===== config.mk =====
export PLATFORM = sky130hd
export DESIGN_NAME = reg_bank_param
export DESIGN_NICKNAME = d
export VERILOG_FILES = /design/src/rtl/reg_bank_param.sv
export SDC_FILE = /design/constraint.sdc
export NUM_CORES = 1
export LEC_CHECK = 0
export ABC_AREA = 0
export CAP_MARGIN = 20
export CORE_MARGIN = 1.5
export CORE_UTILIZATION = 36
export DETAILED_ROUTE_END_ITERATION = 8
export PLACE_DENSITY = 0.56
export SLEW_MARGIN = 25
export SYNTH_ARGS = -nofsm -noshare
export SYNTH_HDL_FRONTEND = slang
export SYNTH_SLANG_ARGS = --single-unit

===== constraint.sdc =====
create_clock -name CLK -period 1.4 [get_ports CLK]
set_input_delay 0.21 -clock CLK [delete_from_list [all_inputs] [get_ports CLK]]
set_output_delay 0.21 -clock CLK [all_outputs]
set_load 0.05 [all_outputs]

===== src/rtl/reg_bank_param.sv =====
// reg_bank_param
//   Parametrised register bank: 2**ADDR_W registers of DATA_W bits, one
//   synchronous write port, two registered read ports with write-to-read
//   bypass, an optional hard-wired zero register and a per-register pending
//   scoreboard that flags reads of registers whose producer has not yet
//   written back.
//
// Parameters
//   DATA_W    register / data width
//   ADDR_W    address width, NREG = 2**ADDR_W
//   ZERO_REG  1: register 0 reads 0, ignores writes, never pending
//
// Ports
//   CLK                    clock, rising edge
//   RST_N                  asynchronous active-low reset, clears all state
//   wr_en/wr_addr/wr_data  write port
//   rsv_en/rsv_addr        reserve port (marks a register pending)
//   rd_en_k/rd_addr_k      read request, port k (k = 1, 2)
//   rd_data_k              registered read data
//   rd_valid_k             one-cycle pulse after an accepted read
//   rd_pend_k              returned data is stale (pending, not bypassed)
module reg_bank_param #(
  parameter int DATA_W   = 32,
  parameter int ADDR_W   = 2,
  parameter int ZERO_REG = 0
) (
  input  logic              CLK,
  input  logic              RST_N,
  input  logic              wr_en,
  input  logic [ADDR_W-1:0] wr_addr,
  input  logic [DATA_W-1:0] wr_data,
  input  logic              rsv_en,
  input  logic [ADDR_W-1:0] rsv_addr,
  input  logic              rd_en_1,
  input  logic [ADDR_W-1:0] rd_addr_1,
  input  logic              rd_en_2,
  input  logic [ADDR_W-1:0] rd_addr_2,
  output logic [DATA_W-1:0] rd_data_1,
  output logic              rd_valid_1,
  output logic              rd_pend_1,
  output logic [DATA_W-1:0] rd_data_2,
  output logic              rd_valid_2,
  output logic              rd_pend_2
);

  localparam int NREG = 2**ADDR_W;

  logic [DATA_W-1:0] regs [NREG];
  logic [NREG-1:0]   pending;

  logic              byp_1_p0;
  logic              byp_2_p0;
  logic [DATA_W-1:0] rd_data_1_p0;
  logic [DATA_W-1:0] rd_data_2_p0;
  logic              rd_pend_1_p0;
  logic              rd_pend_2_p0;

  // Address 0 is the hard-wired zero register when ZERO_REG is set.
  function automatic logic hits_zero(input logic [ADDR_W-1:0] a);
    return (ZERO_REG != 0) && (a == '0);
  endfunction

  function automatic logic is_bypass(input logic              we,
                                     input logic [ADDR_W-1:0] wa,
                                     input logic [ADDR_W-1:0] ra);
    return we && (wa == ra) && !hits_zero(ra);
  endfunction

  // Stage p0: read selection from pre-edge storage/scoreboard and write bus
  always_comb begin
    byp_1_p0     = is_bypass(wr_en, wr_addr, rd_addr_1);
    byp_2_p0     = is_bypass(wr_en, wr_addr, rd_addr_2);
    rd_data_1_p0 = byp_1_p0 ? wr_data : regs[rd_addr_1];
    rd_data_2_p0 = byp_2_p0 ? wr_data : regs[rd_addr_2];
    rd_pend_1_p0 = pending[rd_addr_1] && !byp_1_p0;
    rd_pend_2_p0 = pending[rd_addr_2] && !byp_2_p0;
    if (hits_zero(rd_addr_1)) begin
      rd_data_1_p0 = '0;
      rd_pend_1_p0 = 1'b0;
    end
    if (hits_zero(rd_addr_2)) begin
      rd_data_2_p0 = '0;
      rd_pend_2_p0 = 1'b0;
    end
  end

  // Storage and scoreboard update. The reserve is applied after the write so
  // a same-edge write+reserve leaves the register pending: the reserve
  // belongs to a newer producer.
  always_ff @(posedge CLK or negedge RST_N) begin
    if (!RST_N) begin
      for (int i = 0; i < NREG; i++) regs[i] <= '0;
      pending <= '0;
    end else begin
      if (wr_en && !hits_zero(wr_addr)) begin
        regs[wr_addr]    <= wr_data;
        pending[wr_addr] <= 1'b0;
      end
      if (rsv_en && !hits_zero(rsv_addr)) begin
        pending[rsv_addr] <= 1'b1;
      end
    end
  end

  // Stage p1: registered read ports; data/pend hold while not reading
  always_ff @(posedge CLK or negedge RST_N) begin
    if (!RST_N) begin
      rd_data_1  <= '0;
      rd_pend_1  <= 1'b0;
      rd_valid_1 <= 1'b0;
      rd_data_2  <= '0;
      rd_pend_2  <= 1'b0;
      rd_valid_2 <= 1'b0;
    end else begin
      rd_valid_1 <= rd_en_1;
      rd_valid_2 <= rd_en_2;
      if (rd_en_1) begin
        rd_data_1 <= rd_data_1_p0;
        rd_pend_1 <= rd_pend_1_p0;
      end
      if (rd_en_2) begin
        rd_data_2 <= rd_data_2_p0;
        rd_pend_2 <= rd_pend_2_p0;
      end
    end
  end

endmodule


==> impl_metrics.env, run 1 <==
export IMPL_outcome="finished clean"
export IMPL_ir_drop_v=0.000747
export IMPL_numCtsBuffers=17
export IMPL_synth_area_leaders="dfrtp_1 (49%), mux4_2 (14%), mux2_2 (10%), o31ai_1 (4.7%), a31oi_1 (3.9%)"
export IMPL_ys_types=28
export IMPL_fp_dieW_um=172
export IMPL_fin_crit_sh_pct=94.1
export IMPL_hold_path_depth=1
export IMPL_core_area_sq_um=27900
export IMPL_stdcell_count=1301
export IMPL_drc=0
export IMPL_start_kind="flop"
export IMPL_rsz0062_at_grt="no"
export IMPL_r2r_start="pending[3]"
export IMPL_fin_crit_ps=1320
export IMPL_setup_viol=0
export IMPL_seqPwrFrac_pct=38.8
export IMPL_r2r_slack_ps=80
export IMPL_drtAntennaViolNets=0
export IMPL_slew_violations=0
export IMPL_clk_pin_slew_ps=70
export IMPL_ys_seq_area_share_pct=48.7
export IMPL_io_pin_count=114
export IMPL_netlist_area_sq_um=10300
export IMPL_setup_ws_ps=82.6
export IMPL_antenna_found_initial=1
export IMPL_clock_path_buffers=2
export IMPL_grt_pass1_wl_um=46200
export IMPL_synthToLayoutAreaGrowth_pct=36.5
export IMPL_drt_iter0_drc=620
export IMPL_cts_root_buf="clkbuf_16"
export IMPL_routed_via_density=5.73
export IMPL_die_area_sq_um=29600
export IMPL_clock_sinks=200
export IMPL_post_drt_wl_per_cell_um=22.7
export IMPL_nNetsFinal=956
export IMPL_dp_cells=1258
export IMPL_grt_pass1_vias=7737
export IMPL_rows=61
export IMPL_end_kind="flop"
export IMPL_internal_power_mw=13.9
export IMPL_grt_max_degree=66
export IMPL_synth_warnings=0
export IMPL_port_buffers=113
export IMPL_ff2ff_path_depth=4
export IMPL_start_util_pct=36.8
export IMPL_critPathRequiredTime_ps=1730
export IMPL_combPwrFrac_pct=33.6
export IMPL_drive_gt1_share_pct=40.8
export IMPL_grt_remaining_overflow=0
export IMPL_hold_path_class="in -> reg"
export IMPL_ys_ff_latch=200
export IMPL_gp_congestion=0.747
export IMPL_worst_slew_pin_slew_ps=546
export IMPL_dr_pass1_iters=5
export IMPL_wl_um=29600
export IMPL_min_to="rd_valid_2"
export IMPL_dp_hpwl_um=20000
export IMPL_drv_cap=0
export IMPL_critPathKind="reg -> reg"
export IMPL_skew_ps=8.06
export IMPL_relSlewSlack_pct=63.6
export IMPL_switchingPower_mw=6.46
export IMPL_p_per_area_nw_per_um2=1450
export IMPL_cts_tree="done"
export IMPL_cellLeakagePower_nw=5.64
export IMPL_vias=7455
export IMPL_die_y_um=172
export IMPL_netlist_instances=760
export IMPL_yosys_area_top_type="dfrtp_1"
export IMPL_crit_fanout=2
export IMPL_worst_ep_arrival_time_ps=1640
export IMPL_htreeDepth=4
export IMPL_track_usage_pct=21.0
export IMPL_syn_nets=806
export IMPL_clk_latency_ps=430
export IMPL_clkPwrFrac_pct=27.6
export IMPL_yosysTopAreaCellShare_pct=48.7
export IMPL_max_freq_mhz=759
export IMPL_synth_avg_cell_area_sq_um=13.5
export IMPL_hold_viol_final=0
export IMPL_place_ws_ps=-655
export IMPL_holdCritStartpoint="rd_en_2"
export IMPL_swShare_pct=31.7
export IMPL_r2r_end="rd_pend_2"
## cell usage after synthesis (all sizes together)
cell	instances
dfrtp	200
mux2	128
a31oi	64
nand4	64
buf	62
xnor2	4
o32ai	1
a32o	2
nand3	1
inv	6
xor2	4
o21ai	2
mux4	66
clkbuf	21
o311ai	2
nor3	1
nor2	64
nand3b	2
nand2	1
o31ai	65
## metrics by stage
step	TNS, ps	utilization [%]	hold slack (ps)	power (mW)	cell area (sq um)
2_1_floorplan	0	-	-85.6	11.4	10300
4_1_cts	-6.37	50.2	84.6	20.5	14000
5_1_grt	0	50.2	80.8	21.2	14000
3_5_place_dp	-98560	47.3	144	14.8	13200
3_3_place_gp	-94280	47.3	146	14.7	13200
6_report	0	50.2	95.8	20.4	14000
## flip-flops by register name, indices dropped and copies added, names as in the netlist
name / count
pending: 4
rd_pend_1: 1
rd_pend_2: 1
rd_data_1: 32
rd_valid_2: 1
rd_valid_1: 1
regs: 128
rd_data_2: 32
## placed cells by master (no fill, tap or decap), drive strengths merged
master           n
bufinv           6
xnor2            4
xor2             4
diode            1
clkinvlp         2
mux4            66
mux2           128
inv              8
a32o             2
o31ai           65
clkdlybuf4s50   35
clkbuf          21
nor3             1
nand2            1
buf            173
clkinv           1
nand3            1
o21ai            2
bufbuf           1
nor2            64
nand4           64
a31oi           64
nand3b           2
o32ai            1
dlygate4sd3      2
dlymetal6s2s     1
dlygate4sd2      1
dfrtp          200
o311ai           2
## worst max path at each step
stage                  from             to  slack, ps  cells after the start
3_3_place_gp     wr_addr[1]  rd_data_1[16]       -620                      5
6_report         pending[3]      rd_pend_2         80                      4
4_1_cts          wr_addr[0]  rd_data_2[19]         -6                      6
5_1_grt          pending[3]      rd_pend_1         40                      4
3_5_place_dp     wr_addr[1]  rd_data_1[19]       -660                      5
2_1_floorplan  rd_addr_1[0]  rd_data_1[10]         70                      5
## worst max-delay path: stages (launching register included)
cell and delay (ps):
dfrtp_1 390, mux4_2 510, o311ai_1 110, buf_4 160, o21ai_2 40
## metal layers
layer,global-route usage (%),wire length [um],vias to the layer above
met4,6.43,516,0
met1,28.6,13100,3883
met3,3.52,1390,30
met5,0,0,-
met2,34.2,14600,249
li1,-,-,3293
## layout make-up
type                       instances  area, sq um
tap                              378          473
clock inverter                    11          218
multi-input combinational        471         4830
antenna                            1         2.50
timing repair buffer             214         3030
fill                            2430        13900
inverter                           6         22.5
clock buffer                      20          447
sequential                       200         5000
## power groups by stage
stage	Clock, mW	Sequential, mW	Combinational, mW
after floorplan	0	8.90	2.50
after global placement	0	7.94	6.76
after detailed placement	0	8.00	6.81
after CTS	5.72	7.89	6.89
after global routing	5.93	8.04	7.24
final	5.61	7.90	6.85
## kinds of logic after synthesis
kind of cell	share of synthesized area (%)
flip-flops	48.7
multiplexers	28.6
AO/OA/AOI/OAI	9.23
AND/OR/NAND/NOR	6.92
buffers and inverters	5.08
XOR/XNOR	1.49
## what timing repair did
action | CTS | global route
hold buffers | 2 | 0
buffers inserted | 7 | 1
endpoints found under the setup margin | 148 | 61
gates resized for setup | 5 | 2
cloned | 1 | 0
pin swaps | 2 | 1
hold endpoints to repair | 54 | 0
Note: power is estimated with default switching activity, not from simulation.
==> inputs of run 2 (changes only) <==
Settings changed: CAP_MARGIN 20 to 10, REMOVE_ABC_BUFFERS from default to 1.
==> run 2 against run 1 <==
Effect of this change: global-route usage fell by 0.46 points; sequential power about the same; sequential share of layout area rose by 0.61 points; cell count shrank 2.0%; via count fell by 1.5%; combinational power fell by 1%; first-iteration DRC count shrank 11%; clock skew grew 4.6 ps; maximum frequency fell by 1.8%; total power decreased by 3.2%; die area stayed put; largest cell class unchanged.
==> impl_metrics.env, run 2 (synthesis results as in run 1) <==
export IMPL_holdCritStartpoint="rd_en_1"
export IMPL_dr_wl_met2_um=14500
export IMPL_start_util_pct=36.8
export IMPL_r2r_slack_ps=120
export IMPL_clkPwrFrac_pct=25.6
export IMPL_fp_dieW_um=172
export IMPL_clock_path_buffers=2
export IMPL_cellLeakagePower_nw=5.50
export IMPL_hold_path_class="in -> reg"
export IMPL_seqPwrFrac_pct=40.2
export IMPL_setup_ws_ps=58.8
export IMPL_rsz0062_at_grt="no"
export IMPL_die_area_sq_um=29600
export IMPL_critPathKind="in -> reg"
export IMPL_core_area_sq_um=27900
export IMPL_crit_chain="clkdlybuf4s50_1 -> buf_12 -> xor2_4 -> buf_12 -> o31ai_1 -> a31oi_1"
export IMPL_grt_pass1_wl_um=45000
export IMPL_die_y_um=172
export IMPL_drive_gt1_share_pct=39.4
export IMPL_dr_pass1_iters=5
export IMPL_slew_violations=0
export IMPL_setup_viol=0
export IMPL_place_ws_ps=-431
export IMPL_drtAntennaViolNets=0
export IMPL_port_buffers=113
export IMPL_timing_critical_path_buf_inv=3
export IMPL_switchingPower_mw=6.60
export IMPL_met1_length_um=12900
export IMPL_clock_sinks=200
export IMPL_track_usage_pct=20.5
export IMPL_relSlewSlack_pct=73.5
export IMPL_worst_ep_arrival_time_ps=1660
export IMPL_layout_commonest_cell="dfrtp_1"
export IMPL_worst_slew_pin_slew_ps=394
export IMPL_dp_hpwl_um=19300
export IMPL_regMostFlops="regs"
export IMPL_grt_max_degree=68
export IMPL_wl_met3_um=1630
export IMPL_outcome="finished clean"
export IMPL_skew_ps=12.6
export IMPL_drc=0
export IMPL_clk_pin_slew_ps=80
export IMPL_fillCellCount=2458
export IMPL_crit_fanout=11
export IMPL_fin_util_pct=49.4
export IMPL_worst_path_most_repeated_cell="buf_12"
export IMPL_post_dp_cell_area_sq_um=13100
export IMPL_r2r_start="regs[22]"
export IMPL_max_freq_mhz=746
export IMPL_reg_top3="regs (128), rd_data_1 (32), rd_data_2 (32)"
export IMPL_grt_pass1_vias=7449
export IMPL_gp_congestion=0.776
export IMPL_synthToLayoutAreaGrowth_pct=34.2
export IMPL_hold_viol_final=0
export IMPL_wl_um=29300
export IMPL_internal_power_mw=13.1
export IMPL_numCtsBuffers=17
export IMPL_maxUsedRoutingLayer="met5"
export IMPL_fin_crit_sh_pct=95.8
export IMPL_rows=61
export IMPL_antenna_found_initial=1
export IMPL_htreeDepth=4
export IMPL_cts_tree="done"
export IMPL_routed_via_density=5.76
export IMPL_combPwrFrac_pct=34.3
export IMPL_end_kind="flop"
export IMPL_antennaDiodeCount=0
export IMPL_vias=7345
export IMPL_final_cell_area_sq_um=13800
export IMPL_start_kind="primary input"
export IMPL_startpoint="wr_addr[0]"
export IMPL_post_drt_wl_per_cell_um=23.0
export IMPL_timing_hold_ws_ps=166
export IMPL_io_pin_count=114
export IMPL_cpLargestDelayFamily="buffers and inverters"
export IMPL_p_per_area_nw_per_um2=1430
export IMPL_drt_iter0_drc=553
export IMPL_clk_latency_ps=440
export IMPL_fin_crit_ps=1340
export IMPL_grt_remaining_overflow=0
export IMPL_ir_drop_v=0.000702
export IMPL_drv_cap=0
export IMPL_largest_reg_flops=128
export IMPL_cts_root_buf="clkbuf_16"
export IMPL_nNetsFinal=930
export IMPL_swShare_pct=33.5
export IMPL_slowest_delay_ps=440
export IMPL_mostFrequentLayoutCells="dfrtp_1 (200), buf_12 (106), mux2_2 (93)"
export IMPL_cpMaxStageDelayCell="clkdlybuf4s50_1"
export IMPL_critPathRequiredTime_ps=1710
-- run 2: changes by cell type in the layout (fill, tap and decap cells not counted), moves of 2 or more --
cell | before | now
inv_6 | 2 | 4
buf_12 | 104 | 106
clkbuf_16 | 17 | 19
clkinv_4 | 0 | 3
clkbuf_1 | 2 | 0
buf_4 | 59 | 32
buf_2 | 7 | 5
bufinv_16 | 6 | 2
-- run 2: metal layers --
layer / global-route usage (%) / vias to the layer above
met1: 28.2 / 3838
met4: 5.07 / 2
met5: 0 / -
li1: - / 3239
met3: 4.01 / 33
met2: 33.4 / 233
-- run 2: worst paths after layout --
| check | end | depth (start not counted) |
|---|---|---|
| worst max register to register | rd_data_1[22] | 3 |
| min in group asynchronous | rd_data_2[3] | 2 |
| worst min-delay path | rd_valid_1 | 2 |
| max in group asynchronous | regs[89] | 3 |
| worst min register to register | regs[108] | 1 |
| worst max-delay path | rd_data_2[22] | 6 |
-- run 2: repair_timing --
action                                 4_1_cts  5_1_grt
hold buffers                                 1        0
resized for setup                            0        6
buffers inserted                             0        5
setup endpoints to repair                    0       11
endpoints found under the hold margin       29        0
-- run 2: stage by stage --
step                      instances  power (mW)  TNS [ps]
final                          1275        19.7         0
after global routing           1275        20.6         0
after CTS                      1268        19.8         0
after detailed placement       1235        14.7    -68130
after global placement         1235        14.6    -66050
after floorplan                 677        11.1    -18380
-- run 2: layout make-up --
class	count	area [sq um]	share of cell area [%]
clock buffers	17	425	3.08
multi-input cells	471	4820	35.0
well taps	378	473	3.43
clock inverters	15	165	1.20
inverters	6	22.5	0.163
flip-flops and latches	200	5000	36.3
repair buffers	188	2880	20.9
-- run 2: power by group through the flow --
| stage | registers, mW | logic, mW | clock network [mW] |
|---|---|---|---|
| floorplan | 8.90 | 2.21 | 0 |
| detailed placement | 8.01 | 6.71 | 0 |
| global placement | 7.96 | 6.65 | 0 |
| finish | 7.92 | 6.75 | 5.04 |
| global route | 8.06 | 7.13 | 5.41 |
| CTS | 7.91 | 6.72 | 5.17 |
==> inputs of run 3 (changes only) <==
Settings changed: CAP_MARGIN 10 to 20, CORE_UTILIZATION 36 to 34, PLACE_DENSITY 0.56 to 0.54.
==> run 3 against run 2 <==
Effect of this change: die area up 5.8%; critical endpoint is now rd_data_2[21]; sequential power about the same; clock power down 8.1%; design area up 1.2%; via count up 0.65%; hold slack worse by 15 ps; largest cell class unchanged; cell count up 2.3%.
==> impl_metrics.env, run 3 (synthesis results as in run 1) <==
export IMPL_cellLeakagePower_nw=5.58
export IMPL_rsz0062_at_grt="no"
export IMPL_clock_sinks=200
export IMPL_start_util_pct=34.6
export IMPL_final_cell_area_sq_um=14000
export IMPL_nNetsFinal=947
export IMPL_dp_hpwl_um=19700
export IMPL_multiInputGateArea_sq_um=4840
export IMPL_grt_pass1_vias=7739
export IMPL_outcome="finished clean"
export IMPL_die_area_sq_um=31300
export IMPL_cts_tree="done"
export IMPL_track_usage_pct=20.2
export IMPL_relSlewSlack_pct=68.2
export IMPL_io_pin_count=114
export IMPL_cts_root_buf="clkbuf_16"
export IMPL_end_kind="flop"
export IMPL_dr_wl_met2_um=13700
export IMPL_drtAntennaViolNets=0
export IMPL_regArea_sq_um=5000
export IMPL_hold_path_class="in -> reg"
export IMPL_fillCellCount=2602
export IMPL_critPathKind="reg -> reg"
export IMPL_p_per_area_nw_per_um2=1390
export IMPL_cpMaxStageDelayCell="mux4_2"
export IMPL_die_y_um=177
export IMPL_clk_latency_ps=440
export IMPL_clock_path_buffers=2
export IMPL_numCtsBuffers=17
export IMPL_fin_crit_sh_pct=95.2
export IMPL_gp_congestion=0.755
export IMPL_rows=63
export IMPL_largest_reg_flops=128
export IMPL_dp_cells=1260
export IMPL_slew_violations=0
export IMPL_slowest_delay_ps=490
export IMPL_regMostFlops="regs"
export IMPL_worst_ep_arrival_time_ps=1640
export IMPL_skew_ps=12.6
export IMPL_wl_um=29700
export IMPL_crit_chain="mux4_2 -> o31ai_1 -> buf_4 -> a31oi_1"
export IMPL_vias=7393
export IMPL_clk_pin_slew_ps=80
export IMPL_routed_via_density=5.67
export IMPL_grt_max_degree=53
export IMPL_antennaDiodeCount=0
export IMPL_core_area_sq_um=29700
export IMPL_port_buffers=113
export IMPL_hold_viol_final=0
export IMPL_dr_pass1_iters=5
export IMPL_wl_met3_um=1590
export IMPL_antenna_found_initial=0
export IMPL_worst_slew_pin_slew_ps=477
export IMPL_drive_gt1_share_pct=40.6
export IMPL_grt_pass1_wl_um=47500
export IMPL_htreeDepth=4
export IMPL_stdcell_count=1304
export IMPL_start_kind="flop"
export IMPL_final_setup_tns_ps=0
export IMPL_setup_viol=0
export IMPL_fin_crit_ps=1330
export IMPL_drt_iter0_drc=552
export IMPL_crit_fanout=3
export IMPL_max_freq_mhz=751
export IMPL_post_dp_cell_area_sq_um=13200
export IMPL_critPathRequiredTime_ps=1710
export IMPL_met1_length_um=14100
export IMPL_ir_drop_v=0.000917
export IMPL_post_drt_wl_per_cell_um=22.8
export IMPL_mostFrequentLayoutCells="dfrtp_1 (200), buf_12 (110), mux2_2 (92)"
export IMPL_layout_commonest_cell="dfrtp_1"
export IMPL_grt_remaining_overflow=0
export IMPL_fp_dieW_um=177
export IMPL_maxUsedRoutingLayer="met4"
export IMPL_synthToLayoutAreaGrowth_pct=35.9
export IMPL_reg_top3="regs (128), rd_data_1 (32), rd_data_2 (32)"
export IMPL_drc=0
export IMPL_drv_cap=0
==> run 3: final timing paths <==
kind / startpoint / to / slack [ps] / cells after the start
max: regs[21] / rd_data_2[21] / 70 / 4
min reg2reg: regs[116] / regs[116] / 510 / 1
min in group asynchronous: RST_N / rd_data_1[16] / 230 / 2
max in group asynchronous: RST_N / rd_data_2[29] / 570 / 3
min: rd_en_2 / rd_valid_2 / 150 / 2
max reg2reg: regs[21] / rd_data_2[21] / 70 / 4
==> run 3: what timing repair did <==
item | in CTS | in global routing
hold endpoints to repair | 65 | 0
endpoints found under the setup margin | 190 | 0
setup buffers | 9 | 0
gates resized for setup | 15 | 0
hold buffers | 1 | 0
==> run 3: layer usage <==
layer / track usage (%) / vias to the layer above
li1: - / 3286
met1: 29.4 / 3850
met2: 31.3 / 236
met3: 3.48 / 21
met4: 4.98 / 0
met5: 0 / -
==> run 3: layout make-up <==
class	instances	area share (%)
clock buffers	17	3.05
clock inverters	15	0.842
inverters	6	0.161
multi-input cells	471	34.6
flip-flops and latches	200	35.8
well taps	390	3.49
repair buffers	205	22.0
==> run 3: power breakdown <==
part           total (mW)  switching, mW  leakage (nW)  internal, mW
Combinational        6.87           3.25          2.98          3.62
Clock                4.63           2.32         0.259          2.31
Sequential           7.89          0.999          2.34          6.89
Total                19.4           6.56          5.58          12.8
==> run 3: through the flow <==
| stage | util (%) | hold WS (ps) | total power, mW | setup WS [ps] |
|---|---|---|---|---|
| 5_1_grt | 47.0 | 138 | 20.3 | 21.6 |
| 4_1_cts | 47.0 | 132 | 19.6 | 79.1 |
| 3_5_place_dp | 44.5 | 132 | 14.8 | -653 |
| 6_report | 47.0 | 151 | 19.4 | 67.9 |
| 2_1_floorplan | - | -85.6 | 11.1 | -574 |
| 3_3_place_gp | 44.5 | 135 | 14.7 | -646 |
==> run 3: worst max-delay path: cells and delay by family, from the launching register on <==
family / cells / cell delay [ps]
flip-flops: 1 / 410
AO/OA/AOI/OAI: 2 / 160
multiplexers: 1 / 490
buffers and inverters: 1 / 150
